===== src/rtl/rc4_pkg.sv =====
// Shared types and constants for the RC4 key-search sequencer.
// RC4_WDOG_EN adds the watchdog error state.
package rc4_pkg;

  localparam int MEM_AW    = 8;
  localparam int MEM_DW    = 8;
  localparam int KEY_W_DEF = 24;

  typedef enum logic [2:0] {
    ST_IDLE,
    ST_INIT,
    ST_KSA,
    ST_PRGA,
    ST_FOUND,
    ST_FAIL
`ifdef RC4_WDOG_EN
    , ST_WERR
`endif
  } state_e;

  typedef enum logic [1:0] {
    GNT_NONE,
    GNT_INIT,
    GNT_KSA,
    GNT_PRGA
  } gnt_e;

endpackage


===== src/rtl/rc4_mem_mux.sv =====
// Combinational 3:1 select of the single S-memory port.
// GNT_NONE parks the port: address/data zero, no write.
module rc4_mem_mux
  import rc4_pkg::*;
(
  input  gnt_e              gnt_i,
  input  logic [MEM_AW-1:0] init_addr_i,
  input  logic [MEM_DW-1:0] init_wdata_i,
  input  logic              init_wren_i,
  input  logic [MEM_AW-1:0] ksa_addr_i,
  input  logic [MEM_DW-1:0] ksa_wdata_i,
  input  logic              ksa_wren_i,
  input  logic [MEM_AW-1:0] prga_addr_i,
  input  logic [MEM_DW-1:0] prga_wdata_i,
  input  logic              prga_wren_i,
  output logic [MEM_AW-1:0] addr_o,
  output logic [MEM_DW-1:0] data_o,
  output logic              wren_o
);

  always_comb begin
    addr_o = '0;
    data_o = '0;
    wren_o = 1'b0;
    unique case (gnt_i)
      GNT_INIT: begin
        addr_o = init_addr_i;
        data_o = init_wdata_i;
        wren_o = init_wren_i;
      end
      GNT_KSA: begin
        addr_o = ksa_addr_i;
        data_o = ksa_wdata_i;
        wren_o = ksa_wren_i;
      end
      GNT_PRGA: begin
        addr_o = prga_addr_i;
        data_o = prga_wdata_i;
        wren_o = prga_wren_i;
      end
      default: ;
    endcase
  end

endmodule


===== src/rtl/rc4_mem_sched.sv =====
// RC4 key-search sequencer: INIT -> KSA -> PRGA per key, S-port arbiter.
// RC4_WDOG_EN enables the per-phase watchdog (WERR state).
module rc4_mem_sched
  import rc4_pkg::*;
#(
  parameter int              KEY_W       = KEY_W_DEF,
  parameter logic [KEY_W-1:0] KEY_MAX    = KEY_W'(24'h3FFFFF),
  parameter int              WDOG_CYCLES = 4096
) (
  input  logic              clk,
  input  logic              reset_n,
  input  logic              start,
  output logic [KEY_W-1:0]  key,
  output logic              init_start,
  input  logic              init_done,
  input  logic [MEM_AW-1:0] init_addr,
  input  logic [MEM_DW-1:0] init_wdata,
  input  logic              init_wren,
  output logic              ksa_start,
  input  logic              ksa_done,
  input  logic [MEM_AW-1:0] ksa_addr,
  input  logic [MEM_DW-1:0] ksa_wdata,
  input  logic              ksa_wren,
  output logic              prga_start,
  input  logic              prga_done,
  input  logic              prga_ok,
  input  logic [MEM_AW-1:0] prga_addr,
  input  logic [MEM_DW-1:0] prga_wdata,
  input  logic              prga_wren,
  output logic [MEM_AW-1:0] mem_address,
  output logic [MEM_DW-1:0] mem_data,
  output logic              wren,
  output logic              busy,
  output logic              found,
  output logic              fail,
  output logic              wdog_err
);

  state_e           state_q;
  logic [KEY_W-1:0] key_q;
  logic             init_start_q;
  logic             ksa_start_q;
  logic             prga_start_q;
  logic             wdog_hit;
  gnt_e             gnt;

`ifdef RC4_WDOG_EN
  localparam int WCW = $clog2(WDOG_CYCLES + 1);
  logic [WCW-1:0] wcnt_q;
  logic [WCW-1:0] wage;

  // Every phase entry carries its start pulse, so age restarts there.
  assign wage     = (init_start_q | ksa_start_q | prga_start_q) ? '0 : wcnt_q;
  assign wdog_hit = (wage == WCW'(WDOG_CYCLES - 1));

  always_ff @(posedge clk) begin
    if (!reset_n) wcnt_q <= '0;
    else          wcnt_q <= wage + 1'b1;
  end
`else
  assign wdog_hit = 1'b0;
`endif

  always_ff @(posedge clk) begin
    if (!reset_n) begin
      state_q      <= ST_IDLE;
      key_q        <= '0;
      init_start_q <= 1'b0;
      ksa_start_q  <= 1'b0;
      prga_start_q <= 1'b0;
    end else begin
      init_start_q <= 1'b0;
      ksa_start_q  <= 1'b0;
      prga_start_q <= 1'b0;
      unique case (state_q)
        ST_IDLE, ST_FOUND, ST_FAIL: if (start) begin
          key_q        <= '0;
          state_q      <= ST_INIT;
          init_start_q <= 1'b1;
        end
`ifdef RC4_WDOG_EN
        ST_WERR: if (start) begin
          key_q        <= '0;
          state_q      <= ST_INIT;
          init_start_q <= 1'b1;
        end
`endif
        ST_INIT: begin
          if (init_done) begin
            state_q     <= ST_KSA;
            ksa_start_q <= 1'b1;
          end
`ifdef RC4_WDOG_EN
          else if (wdog_hit) state_q <= ST_WERR;
`endif
        end
        ST_KSA: begin
          if (ksa_done) begin
            state_q      <= ST_PRGA;
            prga_start_q <= 1'b1;
          end
`ifdef RC4_WDOG_EN
          else if (wdog_hit) state_q <= ST_WERR;
`endif
        end
        ST_PRGA: begin
          if (prga_done) begin
            if (prga_ok) begin
              state_q <= ST_FOUND;
            end else if (key_q == KEY_MAX) begin
              state_q <= ST_FAIL;
            end else begin
              key_q        <= key_q + 1'b1;
              state_q      <= ST_INIT;
              init_start_q <= 1'b1;
            end
          end
`ifdef RC4_WDOG_EN
          else if (wdog_hit) state_q <= ST_WERR;
`endif
        end
        default: state_q <= ST_IDLE;
      endcase
    end
  end

  always_comb begin
    gnt = GNT_NONE;
    unique case (state_q)
      ST_INIT: gnt = GNT_INIT;
      ST_KSA:  gnt = GNT_KSA;
      ST_PRGA: gnt = GNT_PRGA;
      default: gnt = GNT_NONE;
    endcase
  end

  rc4_mem_mux u_mux (
    .gnt_i        (gnt),
    .init_addr_i  (init_addr),
    .init_wdata_i (init_wdata),
    .init_wren_i  (init_wren),
    .ksa_addr_i   (ksa_addr),
    .ksa_wdata_i  (ksa_wdata),
    .ksa_wren_i   (ksa_wren),
    .prga_addr_i  (prga_addr),
    .prga_wdata_i (prga_wdata),
    .prga_wren_i  (prga_wren),
    .addr_o       (mem_address),
    .data_o       (mem_data),
    .wren_o       (wren)
  );

  assign key        = key_q;
  assign init_start = init_start_q;
  assign ksa_start  = ksa_start_q;
  assign prga_start = prga_start_q;
  assign busy       = (gnt != GNT_NONE);
  assign found      = (state_q == ST_FOUND);
  assign fail       = (state_q == ST_FAIL);
`ifdef RC4_WDOG_EN
  assign wdog_err   = (state_q == ST_WERR) | (wdog_hit & 1'b0);
`else
  assign wdog_err   = wdog_hit | (WDOG_CYCLES < 0);
`endif

endmodule

===== config.mk =====
export PLATFORM = sky130hd
export DESIGN_NAME = rc4_mem_sched
export DESIGN_NICKNAME = d
export VERILOG_FILES = /design/src/rtl/rc4_pkg.sv /design/src/rtl/rc4_mem_mux.sv /design/src/rtl/rc4_mem_sched.sv
export SDC_FILE = /design/constraint.sdc
export NUM_CORES = 1
export LEC_CHECK = 0
export CAP_MARGIN = 10
export CORE_MARGIN = 5
export CORE_UTILIZATION = 44
export DETAILED_ROUTE_END_ITERATION = 16
export GPL_ROUTABILITY_DRIVEN = 0
export PLACE_DENSITY = 0.95
export SYNTH_ARGS = -nofsm -noshare
export SYNTH_HDL_FRONTEND = slang
export SYNTH_SLANG_ARGS = --single-unit

===== constraint.sdc =====
create_clock -name clk -period 3.3 [get_ports clk]
set_input_delay 0.33 -clock clk [delete_from_list [all_inputs] [get_ports clk]]
set_output_delay 0.33 -clock clk [all_outputs]
set_load 0.01 [all_outputs]

# Word-level counts from Yosys, hierarchy flattened
# Cells that the tools add are included.
# Widths: inputs -> output; s select.
[totals]
register_bits = 30
inputBits = 58
output_inout_bits = 48
[op_classes]
n_addsub = 1
n_eq_ne = 15
muxes = 23
reduce_logical = 8
[ops]
columns = ["op", "n"]
rows = [
  ["$mux 24", 4],
  ["$pmux 24 s2", 1],
  ["$pmux 8 s3", 2],
  ["$add 24x1->24 const B", 1],
  ["$eq 24x22->1 const B", 1],
  ["$mux 3", 6],
  ["$ne 2x2->1 const B", 6],
  ["$pmux 3 s4", 1],
  ["$eq 3x2->1 const B", 2],
  ["$eq 3x3->1 const B", 2],
  ["$mux 1", 6],
  ["$pmux 2 s3", 1],
  ["$reduce_and 5->1", 1],
  ["$eq 2x2->1 const B", 2],
  ["$reduce_and 2->1", 2],
  ["$reduce_and 4->1", 1],
  ["$reduce_bool 2->1", 2],
  ["$eq 3x1->1 const B", 1],
  ["$logic_not 3->1", 1],
  ["$pmux 1 s3", 1],
  ["$reduce_or 3->1", 1],
  ["$eq 2x1->1 const B", 1],
  ["$pmux 1 s2", 1],
]

# Logic depth before layout (Yosys ltp)
# Gate-level depths: netlist of run 1.
[depth]
ltp_word = 5
depth_mapped = 9

# Hierarchy
# From an unflattened synthesis of run 1, not the netlist that was laid out.
[unflattened]
hier_cells = 250
area_unflattened_um2 = 2155.8
[modules_own_cells]
columns = ["module", "n_inst", "cells_each", "area_per_inst_um2", "seq_area_each_um2"]
rows = [
  ["rc4_mem_sched", 1, 209, 1701.6, 600.6],
  ["rc4_mem_mux", 1, 41, 454.2, 0.0],
]

# Worst setup path before layout of run 1
# No wires, ideal clock.
[synth_timing]
kind = "reg2reg"
start = "register key_q[0] (netlist: key[0])"
end = "register key_q[7] (netlist: key[7])"
setup_ns = 0.070
arrival_ns = 1.715
required_ns = 3.230
slack_ns = 1.515
path_stages_with_launch = 8
n_path_buf = 1
synth_period_minus_slack_ns = 1.785
cell_sequence = "dfxtp_1 ha_1 nand4_1 nor4_4 a211o_1 buf_6 or3_1 a21oi_1"
[synth_between]
elab_chain_len = 5
elab_cells_between_ends = 8
[synth_lines]
columns = ["item", "line", "source"]
rows = [
  ["start, declared", "rc4_mem_sched.sv:40", "logic [KEY_W-1:0] key_q;"],
  ["start signal, assigned", "rc4_mem_sched.sv:113", "key_q <= key_q + 1'b1;"],
  ["$add 24x1->24", "rc4_mem_sched.sv:113", ""],
  ["$mux 24", "rc4_mem_sched.sv:110", "end else if (key_q == KEY_MAX) begin"],
  ["$mux 24", "rc4_mem_sched.sv:108", "if (prga_ok) begin"],
  ["$mux 24", "rc4_mem_sched.sv:107", "if (prga_done) begin"],
  ["$pmux 24 s2", "rc4_mem_sched.sv:75", "unique case (state_q)"],
]
# Several ways; a longest one is shown, not always the timed one. The select of a mux whose other input is x is not followed.
# A chain may end at the register's enable or synchronous reset.

# Final worst setup path of run 1
[layout_timing]
start = "register state_q[1]"
end = "output port wren"
[layout_between]
elab_chain_len = 4
elab_cells_between_ends = 8
[layout_lines]
columns = ["item", "line", "source"]
rows = [
  ["start, declared", "rc4_mem_sched.sv:39", "state_e state_q;"],
  ["start signal, assigned", "rc4_mem_sched.sv:66", "state_q <= ST_IDLE;"],
  ["start signal, assigned", "rc4_mem_sched.sv:78", "state_q <= ST_INIT;"],
  ["start signal, assigned", "rc4_mem_sched.sv:90", "state_q <= ST_KSA;"],
  ["$eq 3x2->1 / $eq 3x1->1 (equally long branches)", "rc4_mem_sched.sv:129", "unique case (state_q)"],
  ["$pmux 2 s3 (*)", "rc4_mem_sched.sv:129", ""],
  ["$eq 2x2->1 / $eq 2x1->1 (equally long branches)", "rc4_mem_mux.sv:25", "unique case (gnt_i)"],
  ["$pmux 1 s3 (*)", "rc4_mem_mux.sv:25", ""],
  ["end, declared", "rc4_mem_sched.sv:32", "output logic wren,"],
]
# Every way passes the cells marked *; elsewhere a longest branch is shown, timed or not.

==> results.sh, run 1 <==
export IMPL_outcome="finished, final reports clean"
export IMPL_dpl_cell_count=426
export IMPL_worst_pin_slew_ns=0.868
export IMPL_final_min_clock_period_ns=2.77
export IMPL_dieHeight_um=80.6
export IMPL_met2_usage_pct=41.7
export IMPL_setup_tns_ns=0
export IMPL_ys_ff_latch=30
export IMPL_ios=106
export IMPL_clock_latency_ns=0.29
export IMPL_clockBufferDepth=2
export IMPL_holdCritPathClass="flop to flop"
export IMPL_final_common_cell="clkdlybuf4s50_1"
export IMPL_io_buffers=104
export IMPL_die_w_um=80.6
export IMPL_drt_initial_drc_count=288
export IMPL_synth_net_count=329
export IMPL_routed_via_density=6.15
export IMPL_muxShareOfSynthArea_pct=14.7
export IMPL_maxCapViolCount=0
export IMPL_synth_area_leaders="dfxtp_1, mux2_2, a22oi_1, mux2i_1, a21oi_1"
export IMPL_cp_arrival_ns=2.44
export IMPL_synth_seq_area_share_pct=27.4
export IMPL_numCtsBuffers=5
export IMPL_grt_antenna_before_repair=0
export IMPL_syn_to_final_growth_pct=52.1
export IMPL_finish_utilization_pct=69.7
export IMPL_grt_use_met3_pct=6.28
export IMPL_post_cts_buffers=0
export IMPL_layout_cells_non_filler=434
export IMPL_synth_edf_count=0
export IMPL_vias=2667
export IMPL_n_fill_cell=351
export IMPL_layout_nets=425
export IMPL_busiest_layer="met2"
export IMPL_wirelength_mm=7.73
export IMPL_synth_top_flop_cell="dfxtp_1"
export IMPL_grtUsageMet1_pct=27.6
export IMPL_synth_top_family_by_area="simple AND/OR/NAND/NOR gates"
export IMPL_cts_hold_buf=0
export IMPL_place_area_um2=3240
export IMPL_cts_resized=0
export IMPL_hold_ws_ns=0.507
export IMPL_insertedDiodeCount=0
export IMPL_yosys_area_share_adder_pct=0.571
export IMPL_synthSimpleGateAreaFrac_pct=26.0
export IMPL_fin_total_pwr_mw=1.13
export IMPL_gr_usage_all_layers_pct=24.3
export IMPL_drive_above_1_share_pct=10.4
export IMPL_final_cell_mix="clkdlybuf4s50_1, dfxtp_1, nor2_1"
export IMPL_setup_violations_final=0
export IMPL_grt_max_degree=27
export IMPL_cp_end_kind="primary output"
export IMPL_power_density_nw_per_um2=340
export IMPL_fin_crit_sh_pct=83.9
export IMPL_async_reset_ff_share_pct=0
export IMPL_die_area_um2=6490
export IMPL_rows=25
export IMPL_synthXorXnorAreaFrac_pct=0.400
export IMPL_pre_cts_slack_ns=0.776
export IMPL_drc_errors=0
export IMPL_synth_compound_area_share_pct=24.0
export IMPL_rsz0062_at_grt="false"
export IMPL_dp_hpwl_mm=5.62
export IMPL_finalClockSkew_ns=0.00518
export IMPL_start_util_pct=45.8
export IMPL_synth_top_cell_by_area="dfxtp_1"
export IMPL_cts_sink_count=30
export IMPL_gr_total_overflow=0
export IMPL_cts_tree="built"
export IMPL_routedWlPerCell_um=17.8
export IMPL_syn_area_um2=2190
export IMPL_critPathMaxFanout=17
export IMPL_grt_pass1_vias=2614
export IMPL_h_tree_depth=2
export IMPL_clk_pin_slew_worst_paths_ns=0.07
export IMPL_fmax_ghz=0.361
export IMPL_slew_headroom_pct=41.7
export IMPL_core_area_um2=4790
export IMPL_cts_root_buf="clkbuf_8"
export IMPL_stdcell_area_um2=3330
export IMPL_ir_drop_mv=0.244
export IMPL_worstSetupStartpointType="flop"
export IMPL_final_hold_viol_count=0
export IMPL_yosys_area_top_type_share_pct=27.4
export IMPL_worstPathRequired_ns=2.97
export IMPL_dr_pass1_iters=5
export IMPL_syn_area_per_cell_um2=8.12
export IMPL_syn_inst=270
export IMPL_antenna_left=0
export IMPL_cellLeakagePower_nw=1.20
export IMPL_yosys_warnings=0
export IMPL_grt_pass1_wl_mm=12.4
export IMPL_yosysUniqueCellTypes=51
export IMPL_slew_viol_final=0
export IMPL_critPathKind="flop to primary output"
export IMPL_setup_ws_ns=0.531
## per-layer routing
layer | vias up | routed length, µm
li1 | 1224 | -
met1 | 1233 | 2900
met2 | 181 | 3820
met3 | 29 | 755
met4 | 0 | 248
met5 | - | 0
## cells in the mapped netlist, types with 4 or more instances
master,number
a21oi_1,21
a22oi_1,20
a31oi_1,11
and3_1,5
buf_1,5
buf_2,8
dfxtp_1,30
inv_1,8
mux2_2,17
mux2i_1,13
nand2_1,17
nand2b_1,4
nand3_1,6
nand4_1,15
nor2_1,23
nor3_1,5
o21ai_1,4
## sequential cells by signal (all words and copies together), names as in the netlist
register and flops:
key 24, ksa_start 1, prga_start 1, state_q 3, init_start 1
## path summary, 6_finish.rpt
| check | start | to | slack (ns) | cells after the start |
|---|---|---|---|---|
| worst max register to register | state_q[1] | key[9] | 0.73 | 6 |
| worst min-delay path | key[21] | key[21] | 0.51 | 1 |
| worst max-delay path | state_q[1] | wren | 0.53 | 5 |
| worst min register to register | key[21] | key[21] | 0.51 | 1 |
## power breakdown
group | switching [mW] | internal, mW | total [mW]
combinational | 0.196 | 0.234 | 0.430
clock | 0.147 | 0.168 | 0.315
sequential | 0.0181 | 0.370 | 0.388
## cell type report
| cell class | instances | area (µm²) | area share, % |
|---|---|---|---|
| well taps | 67 | 83.8 | 2.51 |
| multi-input cells | 211 | 1440 | 43.3 |
| repair buffers | 110 | 1090 | 32.6 |
| flip-flops and latches | 30 | 601 | 18.0 |
| clock buffers | 7 | 86.3 | 2.59 |
| inverters | 8 | 30.0 | 0.901 |
| clock inverters | 1 | 5.00 | 0.150 |
## kinds of logic after synthesis
group | Yosys count
adder cells (fa/ha/maj) | 1
other | 1
AND/OR/NAND/NOR | 100
buffers and inverters | 29
multiplexers | 30
flip-flops | 30
AO/OA/AOI/OAI | 78
XOR/XNOR | 1
## worst max-delay path, stage by stage, from the launching register on
cell and delay [ns]:
dfxtp_1 0.78, nor2b_1 0.30, buf_4 0.27, a22oi_1 0.13, nor2_1 0.10, clkdlybuf4s50_1 0.57
Power figures use the tool's default switching activity.
==> run 2, diff against run 1 <==
--- a/config.mk
+++ b/config.mk
@@ -7,10 +7,10 @@
 export LEC_CHECK = 0
 export CAP_MARGIN = 10
 export CORE_MARGIN = 5
-export CORE_UTILIZATION = 44
+export CORE_UTILIZATION = 41
 export DETAILED_ROUTE_END_ITERATION = 16
 export GPL_ROUTABILITY_DRIVEN = 0
-export PLACE_DENSITY = 0.95
+export PLACE_DENSITY = 0.92
 export SYNTH_ARGS = -nofsm -noshare
 export SYNTH_HDL_FRONTEND = slang
 export SYNTH_SLANG_ARGS = --single-unit
==> constraint.sdc (replaced) <==
create_clock -name clk -period 2.75 [get_ports clk]
set_input_delay 0.275 -clock clk [delete_from_list [all_inputs] [get_ports clk]]
set_output_delay 0.275 -clock clk [all_outputs]
set_load 0.01 [all_outputs]
==> run 2 against run 1 <==
Clock-buffer cell count is the same. Power grew 20%. Sequential share of layout area down 0.14 points. Clock skew increased by 0.0061 ns. Sequential power up 20%. Via count fell by 2.0%. Combinational power grew 20%. Final cell count increased by 1.4%. Non-clock buffer count grew 3. Worst setup slack worse by 0.35 ns. Critical path depth increased by 1. Critical endpoint is now mem_address[6]. Highest routed layer unchanged.
==> results.sh, run 2 (same netlist as run 1, synthesis figures left out) <==
export IMPL_hp_start="key[21]"
export IMPL_fin_crit_sh_pct=93.4
export IMPL_critPathMaxFanout=11
export IMPL_setup_ws_ns=0.180
export IMPL_grt_max_degree=19
export IMPL_clockBufferDepth=2
export IMPL_pre_cts_slack_ns=0.463
export IMPL_core_area_um2=5140
export IMPL_clk_pin_slew_worst_paths_ns=0.07
export IMPL_syn_to_final_growth_pct=53.3
export IMPL_grt_pass1_vias=2632
export IMPL_grt_pass1_wl_mm=12.2
export IMPL_finalClockSkew_ns=0.0113
export IMPL_largest_reg_flops=24
export IMPL_cp_top_family="buffers and inverters"
export IMPL_numCtsBuffers=5
export IMPL_cts_tree="built"
export IMPL_grt_antenna_before_repair=0
export IMPL_final_min_clock_period_ns=2.57
export IMPL_rsz0062_at_grt="false"
export IMPL_final_cell_mix="clkdlybuf4s50_1, dfxtp_1, nor2_1"
export IMPL_drt_initial_drc_count=185
export IMPL_whs_path_depth=1
export IMPL_critPathKind="flop to primary output"
export IMPL_maxCapViolCount=0
export IMPL_dieHeight_um=83.1
export IMPL_r2r_end="key[3]"
export IMPL_place_area_um2=3270
export IMPL_reg2reg_from="state_q[0]"
export IMPL_crit_chain="buf_4 > nor2b_1 > buf_4 > a22oi_1 > nor2_1 > clkdlybuf4s50_1"
export IMPL_clock_latency_ns=0.30
export IMPL_routedWlPerCell_um=17.0
export IMPL_final_hold_viol_count=0
export IMPL_die_w_um=83.1
export IMPL_insertedDiodeCount=0
export IMPL_r2r_cells=5
export IMPL_ir_drop_mv=0.214
export IMPL_holdCritPathClass="flop to flop"
export IMPL_drive_above_1_share_pct=11.1
export IMPL_cp_num_buf_inv=3
export IMPL_die_area_um2=6910
export IMPL_cts_resized=0
export IMPL_drc_errors=0
export IMPL_cts_hold_buf=0
export IMPL_reg2reg_slack_ns=0.33
export IMPL_routed_via_density=5.94
export IMPL_layout_nets=428
export IMPL_worstSetupStartpointType="flop"
export IMPL_io_buffers=104
export IMPL_wirelength_mm=7.49
export IMPL_cp_end_kind="primary output"
export IMPL_post_cts_buffers=0
export IMPL_slew_headroom_pct=49.4
export IMPL_cts_root_buf="clkbuf_8"
export IMPL_antenna_left=0
export IMPL_final_common_cell="clkdlybuf4s50_1"
export IMPL_cellLeakagePower_nw=1.22
export IMPL_outcome="finished, final reports clean"
export IMPL_ios=106
export IMPL_setup_violations_final=0
export IMPL_slew_viol_final=0
export IMPL_h_tree_depth=2
export IMPL_rows=26
export IMPL_fmax_ghz=0.389
export IMPL_start_util_pct=42.6
export IMPL_critPathSlowestCell="clkdlybuf4s50_1"
export IMPL_cts_sink_count=30
export IMPL_dp_hpwl_mm=5.66
export IMPL_slowest_delay_ns=0.57
export IMPL_cp_arrival_ns=2.29
export IMPL_vias=2613
export IMPL_fin_total_pwr_mw=1.36
export IMPL_stdcell_area_um2=3360
export IMPL_gr_total_overflow=0
export IMPL_worst_pin_slew_ns=0.755
export IMPL_power_density_nw_per_um2=406
export IMPL_whs_endpoint="key[21]"
export IMPL_crit_top_cell="buf_4"
export IMPL_gr_usage_all_layers_pct=21.0
export IMPL_worstPathRequired_ns=2.48
export IMPL_dr_pass1_iters=5
export IMPL_setup_tns_ns=0
## run 2: worst max path at each step
stage                           from             end  slack [ns]  depth (start not counted)
after floorplan               key[0]          key[7]        0.97                          7
after global placement         start          key[7]        0.57                          6
after detailed placement  state_q[0]          key[3]        0.46                          5
after CTS                 state_q[1]  mem_address[2]        0.21                          6
after global routing      state_q[1]  mem_address[2]        0.06                          6
final                     state_q[1]  mem_address[6]        0.18                          6
## run 2: where the power goes
group | switching [mW] | internal [mW]
clock | 0.179 | 0.202
sequential | 0.0227 | 0.444
combinational | 0.231 | 0.285
## run 2: cell type report
class / instances / area (µm²)
Clock inverter: 1 / 5.00
Tap cell: 70 / 87.6
Sequential cell: 30 / 601
Inverter: 8 / 30.0
Fill cell: 426 / 1780
Multi-Input combinational cell: 211 / 1440
Clock buffer: 7 / 86.3
Timing Repair Buffer: 113 / 1110
## run 2: per-stage QoR
stage | hold slack [ns] | util [%] | cells
finish | 0.501 | 65.4 | 440
global route | 0.529 | 65.4 | 440
CTS | 0.506 | 65.4 | 440
detailed placement | 0.492 | 63.6 | 432
global placement | 0.486 | 63.6 | 432
floorplan | 0.417 | - | 270
## run 2: routing by layer
| metal | share of wire [%] | GRT usage (%) |
|---|---|---|
| met1 | 37 | 22.1 |
| met2 | 51 | 38.0 |
| met3 | 9.6 | 6.83 |
| met4 | 2.8 | 9.06 |
| met5 | 0 | 0 |
